==> config.mk <==
export PLATFORM = sky130hd
export DESIGN_NAME = cla_share_arb_flat
export DESIGN_NICKNAME = d
export VERILOG_FILES = /design/src/rtl/cla_share_arb_if.sv /design/src/rtl/cla_share_arb.sv /design/src/flat_wrapper.sv
export SDC_FILE = /design/constraint.sdc
export NUM_CORES = 1
export LEC_CHECK = 0
export ABC_CLOCK_PERIOD_IN_PS = 2000
export BUFFER_PORTS_ARGS = -buffer_cell sky130_fd_sc_hd__buf_2
export CELL_PAD_IN_SITES_DETAIL_PLACEMENT = 0
export CELL_PAD_IN_SITES_GLOBAL_PLACEMENT = 2
export CORE_MARGIN = 2
export CORE_UTILIZATION = 26
export CTS_CLUSTER_SIZE = 14
export DETAILED_ROUTE_END_ITERATION = 16
export HOLD_SLACK_MARGIN = 0.1
export PLACE_DENSITY_LB_ADDON = 0.3
export SYNTH_ARGS = -nofsm -noshare
export SYNTH_HDL_FRONTEND = slang
export SYNTH_SLANG_ARGS = --single-unit
==> constraint.sdc <==
create_clock -name clk -period 2 [get_ports clk]
set_clock_uncertainty 0.2 [all_clocks]
set_input_delay 0.4 -clock clk [delete_from_list [all_inputs] [get_ports clk]]
set_output_delay 0.4 -clock clk [all_outputs]
set_load 0.01 [all_outputs]
==> src/rtl/cla_share_arb_if.sv <==
// Bus between the requesters/shared adder and the cla_share_arb sequencer.
// Handshake: a requester raises req[i] with stable operands and holds it until it sees gnt[i]
// (a one-cycle pulse); it drops req[i] the cycle after gnt. The result comes back as a
// one-cycle done pulse tagged with done_id, and sum/cout/ovfl hold until the next done.
interface cla_share_arb_if #(
    parameter int NREQ = 2
);
    logic [NREQ-1:0]      req;
    logic [16*NREQ-1:0]   op_a;
    logic [16*NREQ-1:0]   op_b;
    logic [NREQ-1:0]      op_sub;
    logic [NREQ-1:0]      gnt;
    logic [15:0]          add_a;
    logic [15:0]          add_b;
    logic                 add_cin;
    logic [15:0]          add_sum;
    logic                 add_cout;
    logic                 done;
    logic [1:0]           done_id;
    logic [15:0]          sum;
    logic                 cout;
    logic                 ovfl;

    modport master (
        output req, op_a, op_b, op_sub, add_sum, add_cout,
        input  gnt, add_a, add_b, add_cin, done, done_id, sum, cout, ovfl
    );

    modport slave (
        input  req, op_a, op_b, op_sub, add_sum, add_cout,
        output gnt, add_a, add_b, add_cin, done, done_id, sum, cout, ovfl
    );
endinterface

==> src/rtl/cla_share_arb.sv <==
// Round-robin arbiter/sequencer sharing one 16-bit CLA adder among NREQ requesters.
// Define CLA_SAT_EN to saturate the result on signed overflow (0x7FFF / 0x8000).
module cla_share_arb #(
    parameter int NREQ = 2
) (
    input  logic              clk,
    input  logic              rst,
    cla_share_arb_if.slave    bus,
    output logic              state_dbg
);

    if (NREQ < 2 || NREQ > 4) begin : g_bad_nreq
        $error("cla_share_arb: NREQ must be 2..4");
    end

    typedef enum logic [0:0] {
        IDLE = 1'b0,
        EXEC = 1'b1
    } state_t;

    state_t       state;
    logic [1:0]   last;
    logic [1:0]   cur_id;

    logic [3:0]   req_ext;
    logic [3:0]   sub_ext;
    logic [63:0]  a_ext;
    logic [63:0]  b_ext;
    logic [15:0]  a_arr [4];
    logic [15:0]  b_arr [4];

    logic         win_found;
    logic [1:0]   win_id;
    logic [1:0]   cand;

    logic         exec_ovfl;
    logic [15:0]  exec_sum;

    assign state_dbg = (state == EXEC);

    // Pad the packed requester buses to four lanes so every select is a clean 2-bit index.
    always_comb begin
        req_ext = 4'(bus.req);
        sub_ext = 4'(bus.op_sub);
        a_ext   = 64'(bus.op_a);
        b_ext   = 64'(bus.op_b);
        for (int i = 0; i < 4; i++) begin
            a_arr[i] = a_ext[16*i +: 16];
            b_arr[i] = b_ext[16*i +: 16];
        end
    end

    // Search begins one past the last winner and wraps, so the last winner has lowest priority.
    always_comb begin
        win_found = 1'b0;
        win_id    = 2'd0;
        cand      = 2'd0;
        for (int k = 1; k <= NREQ; k++) begin
            cand = 2'((32'(last) + 32'(k)) % 32'(NREQ));
            if (!win_found && req_ext[cand]) begin
                win_found = 1'b1;
                win_id    = cand;
            end
        end
    end

    // add_b already holds ~B for subtraction, so one same-sign test covers both operations.
    always_comb begin
        exec_ovfl = (bus.add_a[15] == bus.add_b[15]) && (bus.add_sum[15] != bus.add_a[15]);
`ifdef CLA_SAT_EN
        if (exec_ovfl) begin
            exec_sum = bus.add_a[15] ? 16'h8000 : 16'h7FFF;
        end else begin
            exec_sum = bus.add_sum;
        end
`else
        exec_sum = bus.add_sum;
`endif
    end

    always_ff @(posedge clk) begin
        if (rst) begin
            state       <= IDLE;
            last        <= 2'(NREQ - 1);
            cur_id      <= 2'd0;
            bus.gnt     <= '0;
            bus.add_a   <= 16'd0;
            bus.add_b   <= 16'd0;
            bus.add_cin <= 1'b0;
            bus.done    <= 1'b0;
            bus.done_id <= 2'd0;
            bus.sum     <= 16'd0;
            bus.cout    <= 1'b0;
            bus.ovfl    <= 1'b0;
        end else begin
            bus.gnt  <= '0;
            bus.done <= 1'b0;
            case (state)
                IDLE: begin
                    if (win_found) begin
                        bus.gnt     <= NREQ'(1) << win_id;
                        bus.add_a   <= a_arr[win_id];
                        bus.add_b   <= sub_ext[win_id] ? ~b_arr[win_id] : b_arr[win_id];
                        bus.add_cin <= sub_ext[win_id];
                        cur_id      <= win_id;
                        last        <= win_id;
                        state       <= EXEC;
                    end
                end
                EXEC: begin
                    bus.done    <= 1'b1;
                    bus.done_id <= cur_id;
                    bus.sum     <= exec_sum;
                    bus.cout    <= bus.add_cout;
                    bus.ovfl    <= exec_ovfl;
                    state       <= IDLE;
                end
                default: state <= IDLE;
            endcase
        end
    end

endmodule

==> src/flat_wrapper.sv <==
// flat-port wrapper written by rule: the top's interface ports become plain ports
module cla_share_arb_flat 
#(
    parameter int NREQ = 2
)
  (clk, rst, state_dbg, bus_req, bus_op_a, bus_op_b, bus_op_sub, bus_add_sum, bus_add_cout, bus_gnt, bus_add_a, bus_add_b, bus_add_cin, bus_done, bus_done_id, bus_sum, bus_cout, bus_ovfl);
  cla_share_arb_if #(.NREQ(NREQ)) bus_i ();
  input  logic clk;
  input  logic rst;
  output logic state_dbg;
  input wire logic [$bits(bus_i.req)-1:0] bus_req;
  input wire logic [$bits(bus_i.op_a)-1:0] bus_op_a;
  input wire logic [$bits(bus_i.op_b)-1:0] bus_op_b;
  input wire logic [$bits(bus_i.op_sub)-1:0] bus_op_sub;
  input wire logic [$bits(bus_i.add_sum)-1:0] bus_add_sum;
  input wire logic [$bits(bus_i.add_cout)-1:0] bus_add_cout;
  output wire logic [$bits(bus_i.gnt)-1:0] bus_gnt;
  output wire logic [$bits(bus_i.add_a)-1:0] bus_add_a;
  output wire logic [$bits(bus_i.add_b)-1:0] bus_add_b;
  output wire logic [$bits(bus_i.add_cin)-1:0] bus_add_cin;
  output wire logic [$bits(bus_i.done)-1:0] bus_done;
  output wire logic [$bits(bus_i.done_id)-1:0] bus_done_id;
  output wire logic [$bits(bus_i.sum)-1:0] bus_sum;
  output wire logic [$bits(bus_i.cout)-1:0] bus_cout;
  output wire logic [$bits(bus_i.ovfl)-1:0] bus_ovfl;
  assign bus_i.req = bus_req;
  assign bus_i.op_a = bus_op_a;
  assign bus_i.op_b = bus_op_b;
  assign bus_i.op_sub = bus_op_sub;
  assign bus_i.add_sum = bus_add_sum;
  assign bus_i.add_cout = bus_add_cout;
  assign bus_gnt = bus_i.gnt;
  assign bus_add_a = bus_i.add_a;
  assign bus_add_b = bus_i.add_b;
  assign bus_add_cin = bus_i.add_cin;
  assign bus_done = bus_i.done;
  assign bus_done_id = bus_i.done_id;
  assign bus_sum = bus_i.sum;
  assign bus_cout = bus_i.cout;
  assign bus_ovfl = bus_i.ovfl;
  cla_share_arb #(.NREQ(NREQ)) u_core (.clk(clk), .rst(rst), .bus(bus_i), .state_dbg(state_dbg));
endmodule
---- After elaboration in Yosys (flattened, before gate mapping) ----
Index checks and enable logic that the tools add are counted.
word-level totals
  register bits after elaboration ......... 58
  bits of input ports ..................... 87
cells by class
  $add $sub $neg .......................... 2
  $lt $le $gt $ge ......................... 4
  eq/ne operators ......................... 2
  shift operators ......................... 1
  multiplexer cells ....................... 20
  bitwise logic cells ..................... 4
  reductions and logical operators ........ 5
operators by type and width
  kind                                                       number
  two-way mux 16 bit                                         5
  binary-select mux 16 bit (select 2 bit)                    2
  inverter 16 bit                                            1
  two-way mux 1 bit                                          11
  < comparator 1 x 3 -> 1 bit (second input constant)        3
  greater-or-equal comparator 3 bit (second input constant)  1
  inverter 1 -> 3 bit                                        1
  OR reduction 3 bit                                         1
  adder 1 bit (second input constant)                        2
  binary-select mux 1 bit (select 2 bit)                     1
  logical AND 1 bit                                          2
  inverter 1 bit                                             2
  case mux 1 bit (2 select lines)                            1
  AND reduction 2 bit                                        1
  left shift 1 x 1 -> 2 bit (first input constant)           1
  == test 1 bit                                              1
  logical NOT 1 bit                                          1
  inequality test 1 bit                                      1

---- Depth between registers and ports, before layout ----
Gate-level depths: netlist (run 1).
  depth after elaboration ................. 13
  gate-level depth with buffers ........... 6
  gate-level depth less buffers ........... 3

---- Worst setup path after synthesis (run 1) ----
No wires, ideal clock.
  path type ............................... input-to-reg
  start point ............................. in bus_req[1]
  end point ............................... reg u_core.bus.add_b[10]
  data arrival time ....................... 1.194 ns
  required time ........................... 1.675 ns
  path slack .............................. 0.481 ns
  stages on the path ...................... 5
  path buffers ............................ 2
  cells stage by stage .................... a21boi_2 -> buf_6 -> buf_4 -> mux2i_1 -> o22ai_2
on the way
  word-level cells in the longest chain between the ends .. 12
  elaborated cells between the ends (all ways) .. 19
  classes of those cells .................. 14 x mux; 2 x bitwise; 3 x reduce/logical
ends and longest elaborated chain
  element                                                 line                    source
  start, declared                                         flat_wrapper.sv:11      input wire logic [$bits(bus_i.req)-1:0] bus_req;
  two-way mux 1 bit (not written as such) (2 in series)   cla_share_arb.sv:60     if (!win_found && req_ext[cand]) begin
  two-way mux 1 bit                                       cla_share_arb.sv:60
  logical NOT 1 bit                                       cla_share_arb.sv:60
  logical AND 1 bit                                       cla_share_arb.sv:60
  two-way mux 1 bit                                       cla_share_arb.sv:60
  inverter 1 -> 3 bit (not written as such)               cla_share_arb.sv:103    bus.add_b <= sub_ext[win_id] ? ~b_arr[win_id] : b_arr[win_id];
  binary-select mux 16 bit (select 2 bit)                 cla_share_arb.sv:103
  two-way mux 16 bit (not written as such) (2 in series)  cla_share_arb.sv:103
  inverter 16 bit                                         cla_share_arb.sv:103
  two-way mux 16 bit                                      cla_share_arb.sv:103
  end signal, assigned                                    cla_share_arb.sv:103
  end, declared                                           cla_share_arb_if.sv:31  output gnt, add_a, add_b, add_cin, done, done_id, sum, cout, ovfl
Several ways; a longest one is shown, not always the timed one. The select of a mux whose other input is x is not followed.
A chain may end at the register's enable or synchronous reset.

---- Worst setup path after layout (run 1) ----
  start point ............................. reg u_core.state (netlist: u_core.state_dbg)
  end point ............................... out state_dbg
RTL lines
  element                 line                  source
  start, declared         cla_share_arb.sv:21   state_t state;
  start signal, assigned  cla_share_arb.sv:83   state <= IDLE;
  start signal, assigned  cla_share_arb.sv:107  state <= EXEC;
  start signal, assigned  cla_share_arb.sv:116  state <= IDLE;
  end, declared           flat_wrapper.sv:10    output logic state_dbg;
No word-level cell between the ends.

==> results.md, run 1 <==
- Status: completed
- Final setup vio count: 0
- Worst VDD drop: 309 µV
- CTS resizes: 0
- Fillers: 1,058
- Global placement routability congestion: 0.732
- Crit start category: flip-flop
- Inserted Diodes: 0
- Nets@finish: 503
- Fraction of layout cells with a size suffix above 1: 41.6%
- Post-synthesis register bit count: 58
- Crit end category: primary output
- Syn nets: 357
- Final WS setup: 0.221 ns
- Tcrit/Tclk final: 89.0%
- Post-synthesis cell type with the largest combined area: dfxtp_1
- Buf/Inv on CP: 2
- GRT Resource Usage Total: 12.4%
- Hold depth: 3
- Area grow syn2layout: 40.5%
- Vias in the first global route: 2,251
- Dpl cells: 530
- Period minus WS final: 1.78 ns
- Ports: 144
- Clock-pin slew on the worst setup and hold paths: 0.07 ns
- Post-synthesis adder-cell area fraction: 0%
- Critical path cell sequence: buf_4, buf_2
- DRT Pass-1 Iters: 4
- GRT overflow: 0
- Max Fclk: 0.562 GHz
- Clock Latency Late Sink: 0.33 ns
- Most frequent cell after synthesis: dfxtp_1
- Max Cap Viol: 0
- Clock Tree Buf Depth: 2
- Initial antenna violation count: 0
- Most instantiated cells after synthesis: 58 x dfxtp_1, 51 x mux2i_1, 40 x nor2_1, 32 x xor2_1
- Synth unique cells: 26
- Mux share of post-synthesis cell area: 18.5%
- Critical path arrival: 1.18 ns
- Row count: 37
- Compound-Gate Fraction of Synth Area: 11.7%
- Chip Width: 107 µm
- R2r worst-path depth: 4
- Min-Delay Path Class: input pin to flip-flop
- H-tree depth: 3
- DRT Wirelength: 7180 µm
- Async SR Flop Fraction: 0%
- Pin count of the biggest net entering global routing: 52
- WP data required: 1.40 ns
- Slowest cell delay on critical path: 0.32 ns
- Cell Count, Final, Fillers Out: 557
- Core ar.: 0.0103 mm²
- Die area: 0.0115 mm²
- Post-synthesis sequential area ratio: 42.0%
- Vias per cell: 4.18
- Xor and xnor fraction of the mapped netlist area: 10.1%
- WP depth: 2
- Dpl hpwl: 5020 µm
- Post-Synth Simple-Gate Area: 10.2%
- DP Worst Slack: 0.370 ns
- CTS tree: built
- Synth warn: 0
- Inserted Clock Buffers: 9
- CP max-delay cell: dfxtp_1
- Global-route wire length before repair: 11,100 µm
- Synthesized area: 0.00277 mm²
- Slew Viols, Final: 0
- CP delay by family, top: buffers and inverters
- Die H: 107 µm
- Total Power: 0.00321 W
- DRC violations left: 0
- Routed Antenna Nets: 0
- Total number of vias: 2,330
- RSZ-0062 raised after global routing: false
- Post-Syn Instances: 270
- I/O Buffers: 142
- Largest family of logic cells by synthesized area: multiplexers
- Syn_area_per_cell: 10.2 µm²
- DRT iter0 DRCs: 45
- Power Density: 826 mW/mm²
- WL per Instance: 12.9 µm
- Worst Path Max Fanout: 22
- Initial Utilization: 26.8%
- Synth top area share: 42.0%
- Root Driver: clkbuf_8
- WS Path Type: flip-flop to primary output
- TNS Setup: 0 ns
- Synth top area cells: dfxtp_1 42%, mux2i_1 18%, xor2_1 10%
- Post-synth EDFFs: 0
- Fin. Hold Viols: 0
- Most used DFF post-synth: dfxtp_1
- Clk sinks: 58
- Leakage: 1.85 nW
[registers in the layout (all words and copies together), names as in the netlist]
name,cells
u_core.state_dbg,1
u_core.bus.add_a,16
u_core.cur_id,1
u_core.bus.done_id,1
u_core.bus.add_cin,1
u_core.bus.ovfl,1
u_core.bus.done,1
u_core.bus.add_b,16
u_core.bus.sum,16
u_core.bus.cout,1
u_core.bus.gnt,2
u_core.last,1
[routing by layer]
metal / track usage, % / wire, µm
met5: 0 / 0
met4: 6.03 / 147
met3: 3.89 / 554
met2: 19.1 / 3120
met1: 15.7 / 3350
[report_power, final]
group          switching, W  internal (W)
Combinational      0.000325      0.000316
Sequential        0.0000505       0.00126
Clock              0.000459      0.000801
[logic make-up after synthesis]
| kind of cell | count (synthesis) |
|---|---|
| and+or+nand+nor | 61 |
| xor gates and xnor gates | 32 |
| DFF | 58 |
| AOI/OAI and AO/OA | 39 |
| other | 1 |
| buffers and inverters | 28 |
| muxes | 51 |
[metrics by stage]
step / hold slack [ns] / area (µm²) / util [%]
global route: 0.115 / 3890 / 37.6
global placement: 0.268 / 3540 / 34.3
floorplan: 0.264 / 2770 / -
detailed placement: 0.276 / 3540 / 34.3
CTS: 0.102 / 3890 / 37.6
finish: 0.117 / 3890 / 37.6
[tightest hold or removal path, stage by stage]
cell     delay, ns
buf_2         0.07
mux2i_1       0.06
nor2_1        0.07
[layout by cell type, fill, tap and decap left out, drive strengths merged, types with 2 or more instances in the layout]
master / instances
a211oi: 17
buf: 149
bufinv: 2
clkbuf: 12
dfxtp: 58
dlygate4sd3: 11
inv: 3
mux2i: 51
nand2b: 17
nor2: 40
o22ai: 16
xor2: 32
[final timing paths]
check / startpoint / endpoint / slack [ns]
setup / recovery: u_core.state_dbg / state_dbg / 0.22
hold / removal: bus_add_sum[1] / u_core.bus.sum[1] / 0.12
setup reg to reg: u_core.last[0] / u_core.bus.add_b[12] / 0.58
hold reg to reg: u_core.bus.add_b[3] / u_core.bus.add_b[3] / 0.29
[area by class of cell]
| cell class | instances | area, µm² | share of cell area [%] |
|---|---|---|---|
| Sequential cell | 58 | 1160 | 29.9 |
| Clock inverter | 4 | 72.6 | 1.87 |
| Timing Repair Buffer | 160 | 898 | 23.1 |
| Tap cell | 136 | 170 | 4.38 |
| Clock buffer | 12 | 165 | 4.25 |
| Multi-Input combinational cell | 184 | 1410 | 36.2 |
| Inverter | 3 | 11.3 | 0.290 |
[what timing repair did]
action	4_1_cts	5_1_grt
buffers inserted	0	0
hold buffers	11	0
hold endpoints to repair	11	0
Power figures use the tool's default switching activity.
==> run 2, diff against run 1 <==
- MAX_ROUTING_LAYER: unset -> met4
==> results.md, run 2 (synthesis results as in run 1) <==
- Final setup vio count: 0
- Die area: 0.0115 mm²
- Status: completed
- Slowest cell delay on critical path: 0.32 ns
- Pin count of the biggest net entering global routing: 52
- TNS Setup: 0 ns
- DRT Pass-1 Iters: 4
- CP max-delay cell: dfxtp_1
- Total number of vias: 2,336
- Tcrit/Tclk final: 89.0%
- Worst Path Max Fanout: 22
- Crit start category: flip-flop
- Initial antenna violation count: 0
- Clock Latency Late Sink: 0.33 ns
- Vias in the first global route: 2,254
- Nets@finish: 503
- Fin. Hold Viols: 0
- Final core utilization: 37.6%
- Inserted Diodes: 0
- GRT overflow: 0
- Row count: 37
- Global-route wire length before repair: 11,100 µm
- WP data required: 1.40 ns
- Area grow syn2layout: 40.5%
- Crit end category: primary output
- GRT Resource Usage Total: 12.8%
- CTS tree: built
- Slew Viols, Final: 0
- DRT iter0 DRCs: 45
- Fraction of layout cells with a size suffix above 1: 41.6%
- Vias per cell: 4.19
- Power Density: 826 mW/mm²
- Final WS setup: 0.221 ns
- I/O Buffers: 142
- Initial Utilization: 26.8%
- Core ar.: 0.0103 mm²
- DRT Wirelength: 7180 µm
- Commonest non-fill, non-tap cells in the layout: 142 x buf_2, 58 x dfxtp_1, 51 x mux2i_1
- Clock Tree Buf Depth: 2
- Fin area: 0.00389 mm²
- Dpl hpwl: 5020 µm
- Die H: 107 µm
- Dpl cell area: 0.00354 mm²
- Worst VDD drop: 309 µV
- Chip Width: 107 µm
- Root Driver: clkbuf_8
- DP Worst Slack: 0.370 ns
- Max Fclk: 0.562 GHz
- H-tree depth: 3
- Clock-pin slew on the worst setup and hold paths: 0.07 ns
- Ports: 144
- Sequential Area: 0.00116 mm²
- Min-Delay Path Class: input pin to flip-flop
- Inserted Clock Buffers: 9
- Largest regs: u_core.bus.add_a: 16 flops, u_core.bus.add_b: 16 flops, u_core.bus.sum: 16 flops
- RSZ-0062 raised after global routing: false
- Commonest non-fill, non-tap cell in the layout: buf_2
- Global placement routability congestion: 0.740
- Critical path cell sequence: buf_4, buf_2
- Area of the multi-input gates: 0.00141 mm²
- Max Cap Viol: 0
- Hold Slack: 0.117 ns
- Clk sinks: 58
- WS Path Type: flip-flop to primary output
- WL per Instance: 12.9 µm
- Period minus WS final: 1.78 ns
- Fillers: 1,058
- Leakage: 1.85 nW
- DRC violations left: 0
- Critical path arrival: 1.18 ns
- Routed Antenna Nets: 0
[run 2: cell counts in the layout (fill, tap and decap cells not counted)]
Identical to the previous run, type by type.
[run 2: path summary, 6_finish.rpt]
| check | slack, ns | start | cells past startpoint | end |
|---|---|---|---|---|
| setup / recovery | 0.22 | u_core.state_dbg | 2 | state_dbg |
| setup reg to reg | 0.57 | u_core.last[0] | 4 | u_core.bus.add_b[8] |
| hold / removal | 0.12 | bus_add_sum[1] | 3 | u_core.bus.sum[1] |
| hold reg to reg | 0.29 | u_core.bus.add_b[3] | 2 | u_core.bus.add_b[3] |
[run 2: repair_timing]
item                      in CTS  in global routing
hold endpoints to repair      11                  0
setup buffers                  0                  0
gates resized for setup        0                  0
hold buffers                  11                  0
[run 2: area by class of cell]
cell class                      count  area share (%)
Multi-Input combinational cell    184            36.2
Sequential cell                    58            29.9
Timing Repair Buffer              160            23.1
Tap cell                          136            4.38
Clock buffer                       12            4.25
Clock inverter                      4            1.87
Inverter                            3           0.290
[run 2: per-layer routing]
layer | GRT usage (%) | share of wire (%)
met4 | 6.03 | 2.0
met2 | 19.1 | 43
met1 | 16.1 | 48
met3 | 3.22 | 6.8
met5 | - | 0
[run 2: through the flow]
stage	cells	total power [W]
5_1_grt	557	0.00341
4_1_cts	557	0.00328
3_5_place_dp	530	0.00197
3_3_place_gp	530	0.00196
6_report	557	0.00321
2_1_floorplan	270	0.00173
[run 2: power by group]
group	switching (W)	internal, W	total, W	leakage [nW]
clock network	0.000459	0.000801	0.00126	0.119
registers	0.0000507	0.00126	0.00131	0.479
logic	0.000326	0.000316	0.000643	1.25
total	0.000836	0.00237	0.00321	1.85
[run 2: worst max-delay path, delay by kind of cell (launching register included)]
family | cells | cell delay, ns
flip-flops | 1 | 0.32
buffers and inverters | 2 | 0.52
